--- config.mk ---
export PLATFORM = sky130hd
export DESIGN_NAME = bola_fisica
export DESIGN_NICKNAME = d
export VERILOG_FILES = /design/src/rtl/bola_fisica.sv
export SDC_FILE = /design/constraint.sdc
export NUM_CORES = 1
export LEC_CHECK = 0
export BUFFER_PORTS_ARGS = -buffer_cell sky130_fd_sc_hd__buf_2
export CAP_MARGIN = 25
export CORE_UTILIZATION = 55
export CTS_CLUSTER_DIAMETER = 50
export DETAILED_ROUTE_END_ITERATION = 8
export PLACE_DENSITY = 0.75
export SYNTH_ARGS = -nofsm -noshare
export SYNTH_HDL_FRONTEND = slang
export SYNTH_SLANG_ARGS = --single-unit
export TNS_END_PERCENT = 10
--- constraint.sdc ---
create_clock -name clock -period 5.45 [get_ports clock]
set_clock_uncertainty 0.05 [all_clocks]
set_input_delay 0.8175 -clock clock [delete_from_list [all_inputs] [get_ports clock]]
set_output_delay 0.8175 -clock clock [all_outputs]
set_load 0.005 [all_outputs]
--- src/rtl/bola_fisica.sv ---
// bola_fisica: Breakout ball motion and wall/bar collision engine, stepped once per frame tick.
module bola_fisica #(
    parameter int H_RES    = 640,
    parameter int V_RES    = 480,
    parameter int BALL     = 8,
    parameter int BAR_W    = 64,
    parameter int BAR_Y    = 440,
    parameter int TICK_DIV = 416667,
    parameter int VEL      = 2
) (
    input  logic       clock,
    input  logic       reset,
    input  logic       launch,
    input  logic [9:0] bar_x,
    output logic [9:0] ball_x,
    output logic [9:0] ball_y,
    output logic       hit_bar,
    output logic       start,
    output logic       game_over
);
    localparam int CW = $clog2(TICK_DIV);
    localparam logic [10:0] L_VEL    = 11'(VEL);
    localparam logic [10:0] L_BALL   = 11'(BALL);
    localparam logic [10:0] L_BAR_W  = 11'(BAR_W);
    localparam logic [10:0] L_BAR_Y  = 11'(BAR_Y);
    localparam logic [10:0] L_X_MAX  = 11'(H_RES - BALL);
    localparam logic [10:0] L_Y_MAX  = 11'(V_RES - BALL);
    localparam logic [10:0] L_Y_REST = 11'(BAR_Y - BALL);
    localparam logic [10:0] L_CENTER = 11'((BAR_W - BALL) / 2);

    typedef enum logic [1:0] {IDLE, RUN, OVER} state_t;

    state_t          r_state;
    logic [CW-1:0]   r_cnt;
    logic [9:0]      r_x, r_y;
    logic            r_right, r_up, r_launch_prev, r_hit, r_start, r_over;

    logic            w_tick, w_rise, w_bar_hit, w_lost, w_nright, w_nup;
    logic [10:0]     w_x, w_y, w_bx, w_ydown;
    logic [9:0]      w_nx, w_ny, w_home;

    assign w_tick = r_cnt == CW'(TICK_DIV - 1);
    assign w_rise = launch & ~r_launch_prev;
    assign w_x    = {1'b0, r_x};
    assign w_y    = {1'b0, r_y};
    assign w_bx   = {1'b0, bar_x};
    assign w_home = 10'(w_bx + L_CENTER);

    // Axes are resolved independently so a corner reflects both in one tick.
    assign w_nx     = 10'(r_right ? ((w_x + L_VEL > L_X_MAX) ? L_X_MAX : w_x + L_VEL)
                                  : ((w_x < L_VEL) ? 11'd0 : w_x - L_VEL));
    assign w_nright = r_right ? !(w_x + L_VEL > L_X_MAX) : (w_x < L_VEL);

    assign w_ydown   = w_y + L_VEL;
    assign w_bar_hit = !r_up && (w_y + L_BALL <= L_BAR_Y) && (w_y + L_BALL + L_VEL >= L_BAR_Y)
                       && (w_x + L_BALL > w_bx) && (w_x < w_bx + L_BAR_W);
    assign w_lost    = !r_up && !w_bar_hit && (w_ydown >= L_Y_MAX);
    assign w_ny      = 10'(r_up ? ((w_y < L_VEL) ? 11'd0 : w_y - L_VEL)
                                : w_bar_hit ? L_Y_REST : w_lost ? L_Y_MAX : w_ydown);
    assign w_nup     = r_up ? !(w_y < L_VEL) : w_bar_hit;

    always_ff @(posedge clock or negedge reset) begin
        if (!reset) begin
            r_state       <= IDLE;
            r_cnt         <= '0;
            r_x           <= 10'((H_RES - BALL) / 2);
            r_y           <= 10'(BAR_Y - BALL);
            r_right       <= 1'b1;
            r_up          <= 1'b1;
            r_launch_prev <= 1'b0;
            r_hit         <= 1'b0;
            r_start       <= 1'b0;
            r_over        <= 1'b0;
        end else begin
            r_cnt         <= w_tick ? '0 : r_cnt + CW'(1);
            r_launch_prev <= launch;
            r_start       <= 1'b0;
            case (r_state)
                IDLE: begin
                    if (w_tick) begin
                        r_x <= w_home;
                        r_y <= 10'(L_Y_REST);
                    end
                    if (w_rise) begin
                        r_state <= RUN;
                        r_right <= 1'b1;
                        r_up    <= 1'b1;
                        r_start <= 1'b1;
                    end
                end
                RUN: begin
                    if (w_tick) begin
                        r_x     <= w_nx;
                        r_right <= w_nright;
                        r_y     <= w_ny;
                        r_up    <= w_nup;
                        r_hit   <= w_bar_hit;
                        if (w_lost) begin
                            r_state <= OVER;
                            r_over  <= 1'b1;
                        end
                    end
                end
                OVER: begin
                    // Leaving OVER only re-arms the game; a fresh press in IDLE starts it.
                    if (w_rise) begin
                        r_state <= IDLE;
                        r_over  <= 1'b0;
                    end
                end
                default: r_state <= IDLE;
            endcase
        end
    end

    assign ball_x    = r_x;
    assign ball_y    = r_y;
    assign hit_bar   = r_hit;
    assign start     = r_start;
    assign game_over = r_over;
endmodule

==> impl_metrics.yaml, run 1 <==
clocking:
  cts_max_path_buffers: 2
  path_clk_slew_ns: 0.09
  numCtsBuffers: 5
  clock_sinks: 46
  cts_tree: "yes"
  h-tree-depth: 2
  ctsHoldBuffers: 0
  postCtsSetupBuffers: 0
  cts_resized: 0
  clock_latency_ns: 0.31
  root_buffer: "clkbuf_8"
floorplan:
  rows: 31
  chipHeight_microns: 88.1
  initial_core_util_pct: 56.5
  fp.dieArea_sq_mm: 0.00776
  core-area_sq_mm: 0.00721
  die_width_microns: 88.1
  io_pins: 36
route:
  met2WireLength_mm: 4.62
  first_iter_violations: 240
  routed_via_density: 6.14
  routed.top_layer: "met4"
  drt-met1-wl_mm: 4.71
  routed_wl_mm: 10.1
  antenna_left: 0
  drc_errors: 0
  vias: 3832
  firstDrtPassIters: 4
  routedWlPerCell_microns: 16.3
  wl_met3_microns: 548
layout:
  layout.nets: 568
  area_growth_pct: 9.02
  antenna_cells: 0
  drive_above_1_share_pct: 13.7
  n_fill_cell: 652
synth:
  ys_seq_area_share_pct: 28.6
  synth_top_area_share_pct: 21.5
  syn_avg_cell_area_sq_um: 8.04
  ys_warn_count: 0
  synthArstFlopShare_pct: 100
  synthTopCellsByArea: "dfrtp_1, ha_1, dfstp_2"
  synth_edf_count: 0
  synthCells: 507
  ys_types: 66
  synth_ff_type: "dfrtp_1"
  ys_top_cells_by_count: "nand2_1, nor2_1, dfrtp_1"
  ys_ff_latch: 46
  yosysTopAreaCell: "dfrtp_1"
  synth_nets: 551
  synthesis.area_sq_mm: 0.00408
grt:
  grt_max_degree: 47
  grt_pass1_vias: 3544
  grt_util_all_layers_pct: 27.8
  overflow: 0
  antenna_found_initial: 0
  grt_pass1_wl_mm: 16.8
timing:
  slew_viol_final: 0
  finalSetupViolations: 0
  period_needed_ns: 3.23
  slew_headroom_pct: 37.0
  clock.fmax_mhz: 309
  whs_ns: 0.441
  tightest_slew_ns: 0.936
  rsz0062_at_grt: "no"
  fin_setup_tns_ns: 0
  fin_crit_sh_pct: 59.4
  hold_violations: 0
min_path:
  hold_class: "in -> async"
setup_path:
  critical_path.slowest_cell: "dfstp_2"
  cp-startpoint: "ball_x[3]"
  critPathMaxFanout: 15
  required_ns: 5.58
  worstReg2RegStart: "ball_x[3]"
  critPathKind: "reg -> reg"
  worstPathArrival_ns: 3.36
  path_cells: "ha_1 > nand3_1 > xnor2_1 > ha_1 > nand3_1 > nor3_1 > o31ai_1 > a22oi_1 > nand4b_1 > nand2_1 > a21oi_1"
  slowest_delay_ns: 0.71
  setup.worst_path.end_class: "register"
  worstSetupStartpointType: "register"
power_and_ir_drop:
  leakage_nw: 1.94
  powerDensity_mw_per_mm2: 170
  p_total_uw: 755
  ir_worst_vdd_mv: 0.128
place:
  portBuffers: 34
  hpwlAfterDp_mm: 7.38
  gp_congestion: 0.925
status:
  status: "completed"
run:
  maxCapViolCount: 0
## sequential cells by signal, indices dropped and copies added (netlist names)
register / count
hit_bar: 1
game_over: 1
r_right: 1
r_launch_prev: 1
r_up: 1
ball_x: 10
r_cnt: 19
r_state: 2
ball_y: 9
start: 1
## cell usage in the layout (no fill, tap or decap), types with 5 or more instances in the layout
cell type,Yosys,layout
nor4_1,8,7
o31ai_1,6,6
a31oi_1,5,5
o21ai_0,22,22
nor3_1,22,22
xor2_1,18,18
inv_1,29,29
and3_1,9,9
nand4_1,10,10
nor2_1,48,48
clkbuf_8,0,6
ha_1,31,31
dfstp_2,11,11
dfrtp_1,35,35
nand2b_1,8,8
buf_2,4,34
o22ai_1,6,6
nand2_1,48,48
xnor2_1,30,30
a21oi_1,34,34
or3_1,7,7
nand3_1,19,19
## critical path, delay by kind of cell (launching register included)
kind | cells | cell delay (ns)
adders and majority gates | 2 | 0.66
DFF | 1 | 0.71
and+or+nand+nor | 5 | 1.14
AOI/OAI and AO/OA | 3 | 0.39
xor gates and xnor gates | 1 | 0.16
## cell families (layout without fill, tap and decap cells)
kind of cell	after synthesis	after routing	share of synthesized area (%)
simple gates	209	209	26.9
compound gates	110	110	17.5
buf+inv	56	74	5.56
xor+xnor	48	48	10.3
flops	46	46	28.6
fa+ha+maj	31	31	9.51
mux	6	6	1.53
other cells	1	1	0.0920
## path summary, 6_finish.rpt
path / depth (start not counted) / slack (ns) / end
max: 11 / 2.22 / ball_y[1]
max in group asynchronous: 2 / 4.31 / ball_y[5]
min reg2reg: 1 / 0.44 / r_cnt[0]
min in group clock: 1 / 0.44 / r_cnt[0]
min: 1 / 0.44 / r_cnt[11]
max reg2reg: 11 / 2.22 / ball_y[1]
## through the flow
step	worst slack (ns)	instance area, sq um	cells	util [%]
floorplan	2.69	4080	507	-
global placement	2.31	4270	615	59.2
detailed placement	2.24	4270	615	59.2
CTS	2.26	4420	623	61.2
global route	2.00	4440	624	61.6
finish	2.22	4440	624	61.6
## metal layers
| layer | vias up | GRT usage, % |
|---|---|---|
| met2 | 147 | 42.1 |
| met4 | 0 | 11.6 |
| met3 | 23 | 3.58 |
| met1 | 1818 | 40.0 |
| met5 | - | 0 |
| li1 | 1844 | - |
## power by group
part	total (mW)	switching, mW	internal (mW)
Clock	0.315	0.120	0.196
Combinational	0.0853	0.0500	0.0353
Sequential	0.354	0.00831	0.346
## final cells by class
cell class | count | area [sq um] | area share, %
tap | 99 | 124 | 2.79
timing repair buffer | 37 | 213 | 4.79
multi-input combinational | 405 | 2690 | 60.6
sequential | 46 | 1160 | 26.2
clock inverter | 2 | 60.1 | 1.35
inverter | 29 | 109 | 2.45
clock buffer | 6 | 82.6 | 1.86
(Power assumes the default switching activity.)
==> inputs of run 2 (changes only) <==
--- a/config.mk
+++ b/config.mk
@@ -5,12 +5,13 @@
 export SDC_FILE = /design/constraint.sdc
 export NUM_CORES = 1
 export LEC_CHECK = 0
+export ABC_AREA = 1
 export BUFFER_PORTS_ARGS = -buffer_cell sky130_fd_sc_hd__buf_2
 export CAP_MARGIN = 25
 export CORE_UTILIZATION = 55
 export CTS_CLUSTER_DIAMETER = 50
 export DETAILED_ROUTE_END_ITERATION = 8
-export PLACE_DENSITY = 0.75
+export PLACE_DENSITY = 0.77
 export SYNTH_ARGS = -nofsm -noshare
 export SYNTH_HDL_FRONTEND = slang
 export SYNTH_SLANG_ARGS = --single-unit
==> constraint.sdc (replaced) <==
create_clock -name clock -period 2.8 [get_ports clock]
set_clock_uncertainty 0.05 [all_clocks]
set_input_delay 0.42 -clock clock [delete_from_list [all_inputs] [get_ports clock]]
set_output_delay 0.42 -clock clock [all_outputs]
set_load 0.005 [all_outputs]
==> impl_metrics.yaml, run 2 <==
status:
  status: "completed"
timing:
  clock.fmax_mhz: 364
  slew_viol_final: 0
  period_needed_ns: 2.75
  finalSetupViolations: 0
  fin_setup_tns_ns: 0
  hold_violations: 0
  fin_crit_sh_pct: 98.2
  rsz0062_at_grt: "yes"
  whs_ns: 0.194
  slew_headroom_pct: 53.3
  tightest_slew_ns: 0.700
clocking:
  cts_max_path_buffers: 2
  numCtsBuffers: 5
  clock_sinks: 46
  cts_tree: "yes"
  clock_latency_ns: 0.31
  h-tree-depth: 2
  path_clk_slew_ns: 0.10
  root_buffer: "clkbuf_8"
floorplan:
  initial_core_util_pct: 58.4
  fp.dieArea_sq_mm: 0.00772
  core-area_sq_mm: 0.00694
  chipHeight_microns: 87.9
  die_width_microns: 87.9
  rows: 30
  io_pins: 36
layout:
  antenna_cells: 0
  layout_common_cells: "nand2_1, inv_1, nor2_1"
  drive_above_1_share_pct: 18.2
  layout.nets: 665
  top_register: "r_cnt"
  largest_reg_flops: 19
  n_fill_cell: 612
  layout_commonest_cell: "nand2_1"
  seq_area_sq_mm: 0.00117
  area_growth_pct: 13.3
  fin_cells: 718
  multiInputGateArea_sq_mm: 0.00260
  postLayoutCellArea_sq_mm: 0.00459
  fin_util_pct: 66.2
power_and_ir_drop:
  ir_worst_vdd_mv: 0.303
  powerDensity_mw_per_mm2: 299
  p_int_mw: 1.08
  clockPowerShare_pct: 44.9
  power.net_switching_uw: 294
  leakage_nw: 2.31
  combinationalPowerShare_pct: 6.6
  seqPwrFrac_pct: 48.5
  switching_share_pct: 21.4
route:
  vias: 3971
  drc_errors: 0
  met2WireLength_mm: 4.85
  routed.top_layer: "met4"
  routedWlPerCell_microns: 14.4
  first_iter_violations: 429
  routed_wl_mm: 10.3
  drt-met1-wl_mm: 4.62
  wl_met3_microns: 748
  routed_via_density: 5.53
  antenna_left: 0
  firstDrtPassIters: 6
synth:
  synthesis.area_sq_mm: 0.00406
  ys_seq_area_share_pct: 28.7
  yosysTopAreaCell: "dfrtp_1"
  ys_warn_count: 0
  synth_top_area_share_pct: 21.6
  synth_nets: 623
  synthTopCellsByArea: "dfrtp_1, nand2_1, ha_1"
  ys_ff_latch: 46
  post-synth-top-count-cell: "nand2_1"
  synth_edf_count: 0
  synthCells: 579
  ys_types: 43
  ys_top_cells_by_count: "nand2_1, inv_1, nor2_1"
  synth_ff_type: "dfrtp_1"
  synthArstFlopShare_pct: 100
  syn_avg_cell_area_sq_um: 7.00
grt:
  grt_pass1_vias: 3699
  grt_max_degree: 47
  overflow: 0
  antenna_found_initial: 0
  grt_util_all_layers_pct: 28.5
  grt_pass1_wl_mm: 17.2
min_path:
  hold_class: "in -> reg"
run:
  maxCapViolCount: 0
setup_path:
  required_ns: 2.95
  critPathMaxFanout: 8
  worstSetupStartpointType: "register"
  worstPathArrival_ns: 2.90
  setup.worst_path.end_class: "register"
  critPathKind: "reg -> reg"
place:
  portBuffers: 34
  hpwlAfterDp_mm: 7.72
  dpl-instance-area_sq_mm: 0.00433
  dp.cells: 704
  gp_congestion: 0.898
-- run 2: timing repair --
action,in CTS,in global routing
hold buffers,0,1
setup endpoints to repair,0,12
setup buffers,0,4
hold endpoints to repair,0,4
resized for setup,0,16
-- run 2: logic make-up (layout without fill, tap and decap cells) --
| family | Yosys count | in the layout | synth area share [%] |
|---|---|---|---|
| AO/OA/AOI/OAI | 84 | 84 | 11.6 |
| buffers and inverters | 87 | 130 | 8.58 |
| XOR/XNOR | 37 | 37 | 7.99 |
| AND/OR/NAND/NOR | 293 | 293 | 33.4 |
| other | 1 | 1 | 0.0925 |
| adder cells (fa/ha/maj) | 31 | 31 | 9.56 |
| flip-flops | 46 | 46 | 28.7 |
-- run 2: worst paths after layout --
check	slack [ns]	start	cells past startpoint	to
max	0.05	ball_x[3]	15	game_over
min	0.19	launch	1	r_launch_prev
max reg2reg	0.05	ball_x[3]	15	game_over
min reg2reg	0.43	game_over	2	game_over
min in group asynchronous	0.41	reset	2	r_cnt[3]
max in group asynchronous	1.78	reset	3	r_right
-- run 2: metal layers --
metal	global-route usage (%)	vias to the layer above
li1	-	1973
met1	38.1	1823
met2	47.1	161
met3	5.47	14
met4	8.05	0
met5	0	-
-- run 2: layout make-up --
cell class / instances / share of cell area, %
clock buffers: 6 / 1.80
multi-input cells: 446 / 56.6
repair buffers: 46 / 5.99
well taps: 96 / 2.61
clock inverters: 2 / 1.31
flip-flops and latches: 46 / 25.4
inverters: 76 / 6.26
-- run 2: per-stage QoR --
| step | power (mW) | worst slack (ns) |
|---|---|---|
| 2_1_floorplan | 0.725 | 0.361 |
| 3_3_place_gp | 0.761 | 0.181 |
| 3_5_place_dp | 0.763 | 0.0660 |
| 4_1_cts | 1.37 | 0.0414 |
| 5_1_grt | 1.41 | -0.104 |
| 6_report | 1.37 | 0.0499 |
-- run 2: worst max-delay path, stage by stage, from the launching register on --
cell and delay, ns:
dfstp_2 0.64, ha_4 0.17, nand2_1 0.06, inv_2 0.08, nand3_1 0.08, xor2_1 0.18
ha_1 0.36, nand3_2 0.10, nor2_2 0.11, nor2_1 0.05, a21oi_2 0.18, nand4_4 0.21
nand3_4 0.16, nand2_4 0.08, nand3b_1 0.09, nand2_1 0.05
-- run 2: power by group through the flow --
| stage | logic, mW | clock network (mW) | registers, mW |
|---|---|---|---|
| 2_1_floorplan | 0.0468 | 0 | 0.678 |
| 3_3_place_gp | 0.0827 | 0 | 0.678 |
| 3_5_place_dp | 0.0850 | 0 | 0.678 |
| 4_1_cts | 0.0855 | 0.622 | 0.666 |
| 5_1_grt | 0.104 | 0.643 | 0.666 |
| 6_report | 0.0911 | 0.617 | 0.665 |
==> inputs of run 3 (changes only) <==
--- a/config.mk
+++ b/config.mk
@@ -11,6 +11,7 @@
 export CORE_UTILIZATION = 55
 export CTS_CLUSTER_DIAMETER = 50
 export DETAILED_ROUTE_END_ITERATION = 8
+export MAX_ROUTING_LAYER = met4
 export PLACE_DENSITY = 0.77
 export SYNTH_ARGS = -nofsm -noshare
 export SYNTH_HDL_FRONTEND = slang
==> impl_metrics.yaml, run 3 (synthesis results as in run 2) <==
layout:
  multiInputGateArea_sq_mm: 0.00265
  top_register: "r_cnt"
  drive_above_1_share_pct: 19.4
  n_fill_cell: 616
  layout_common_cells: "nand2_1, inv_1, nor2_1"
  antenna_cells: 0
  seq_area_sq_mm: 0.00117
  layout.nets: 668
  layout_commonest_cell: "nand2_1"
  largest_reg_flops: 19
  area_growth_pct: 14.7
run:
  maxCapViolCount: 0
timing:
  setup_ws_ns: -0.0159
  period_needed_ns: 2.82
  whs_ns: 0.199
  clock.fmax_mhz: 355
  rsz0062_at_grt: "yes"
  slew_viol_final: 0
  fin_crit_sh_pct: 101
  finalSetupViolations: 1
  hold_violations: 0
  slew_headroom_pct: 58.1
  tightest_slew_ns: 0.629
floorplan:
  fp.dieArea_sq_mm: 0.00772
  die_width_microns: 87.9
  chipHeight_microns: 87.9
  core-area_sq_mm: 0.00694
  rows: 30
  io_pins: 36
  initial_core_util_pct: 58.4
route:
  routed_wl_mm: 10.6
  met2WireLength_mm: 5.01
  first_iter_violations: 469
  routedWlPerCell_microns: 14.7
  wl_met3_microns: 783
  antenna_left: 0
  drc_errors: 0
  firstDrtPassIters: 6
  drt-met1-wl_mm: 4.59
  vias: 4068
  routed_via_density: 5.64
  routed.top_layer: "met4"
setup_path:
  required_ns: 2.98
  setup.worst_path.end_class: "register"
  cp_top_family: "simple AND/OR/NAND/NOR gates"
  cp_num_buf_inv: 1
  worstPathArrival_ns: 3.00
  critical_path.slowest_cell: "dfstp_2"
  worstSetupStartpointType: "register"
  path_cells: "ha_4 > nand2_2 > inv_2 > nand3_2 > xor2_2 > ha_1 > nand3_2 > nor2_1 > nor2_1 > a21oi_2 > nand4_4 > nand2_1 > o21ai_1 > a22oi_2"
  slowest_delay_ns: 0.63
  critPathMaxFanout: 8
  critPathKind: "reg -> reg"
place:
  gp_congestion: 0.928
  portBuffers: 34
  hpwlAfterDp_mm: 7.71
power_and_ir_drop:
  leakage_nw: 2.33
  p_total_mw: 1.37
  powerDensity_mw_per_mm2: 294
  ir_worst_vdd_mv: 0.316
grt:
  grt_max_degree: 29
  overflow: 0
  grt_pass1_vias: 3683
  grt_util_all_layers_pct: 28.5
  grt_pass1_wl_mm: 16.7
  antenna_found_initial: 0
status:
  violations: "setup timing"
  status: "finished with violations"
clocking:
  numCtsBuffers: 5
  clock_latency_ns: 0.30
  h-tree-depth: 2
  clock_sinks: 46
  root_buffer: "clkbuf_8"
  cts_tree: "yes"
  cts_max_path_buffers: 2
  path_clk_slew_ns: 0.09
min_path:
  hold_class: "in -> reg"
run 3: cell types whose count changed in the layout (fill, tap and decap cells not counted), sizes merged:
cell / change
buf: +3
run 3: stage by stage:
stage	TNS, ns	std cells	worst slack [ns]	utilization [%]	area [sq um]
6_report	-0.0159	721	-0.0159	67.0	4650
5_1_grt	-1.19	721	-0.138	67.0	4650
3_5_place_dp	0	704	0.0589	62.3	4330
4_1_cts	0	713	0.0396	64.5	4480
2_1_floorplan	0	579	0.361	-	4060
3_3_place_gp	0	704	0.181	62.3	4330
run 3: layout make-up:
cell class / count / area share (%)
repair buffers: 49 / 6.13
flip-flops and latches: 46 / 25.1
multi-input cells: 446 / 57.0
clock buffers: 6 / 1.78
inverters: 76 / 6.13
clock inverters: 2 / 1.29
well taps: 96 / 2.58
run 3: where the power goes:
group          leakage, nW  internal [mW]  switching (mW)
Clock               0.0714          0.381           0.230
Combinational         1.72         0.0327          0.0588
Sequential           0.529          0.665        0.000188
run 3: worst reg2reg max path, cell delays in order, from the launching register on:
cell	delay (ns)
dfstp_2	0.63
ha_4	0.18
nand2_2	0.06
inv_2	0.09
nand3_2	0.08
xor2_2	0.16
ha_1	0.35
nand3_2	0.11
nor2_1	0.12
nor2_1	0.07
a21oi_2	0.20
nand4_4	0.20
nand2_1	0.17
o21ai_1	0.11
a22oi_2	0.16
run 3: timing repair:
action | 4_1_cts | 5_1_grt
gates resized for setup | 0 | 20
hold buffers | 1 | 0
endpoints found under the hold margin | 11 | 0
setup endpoints to repair | 0 | 13
setup buffers | 0 | 8
run 3: per-layer routing:
layer / track usage [%] / up-vias
li1: - / 1972
met4: 6.41 / 0
met2: 47.7 / 181
met5: - / -
met1: 36.8 / 1889
met3: 3.58 / 26
run 3: worst paths after layout:
| kind | start | end | slack [ns] | depth (start not counted) |
|---|---|---|---|---|
| hold / removal | launch | r_launch_prev | 0.20 | 1 |
| min in group asynchronous | reset | game_over | 0.53 | 2 |
| setup / recovery | ball_x[4] | r_up | -0.02 | 14 |
| hold reg to reg | game_over | game_over | 0.44 | 2 |
| setup reg to reg | ball_x[4] | r_up | -0.02 | 14 |
| max in group asynchronous | reset | ball_x[5] | 1.41 | 3 |
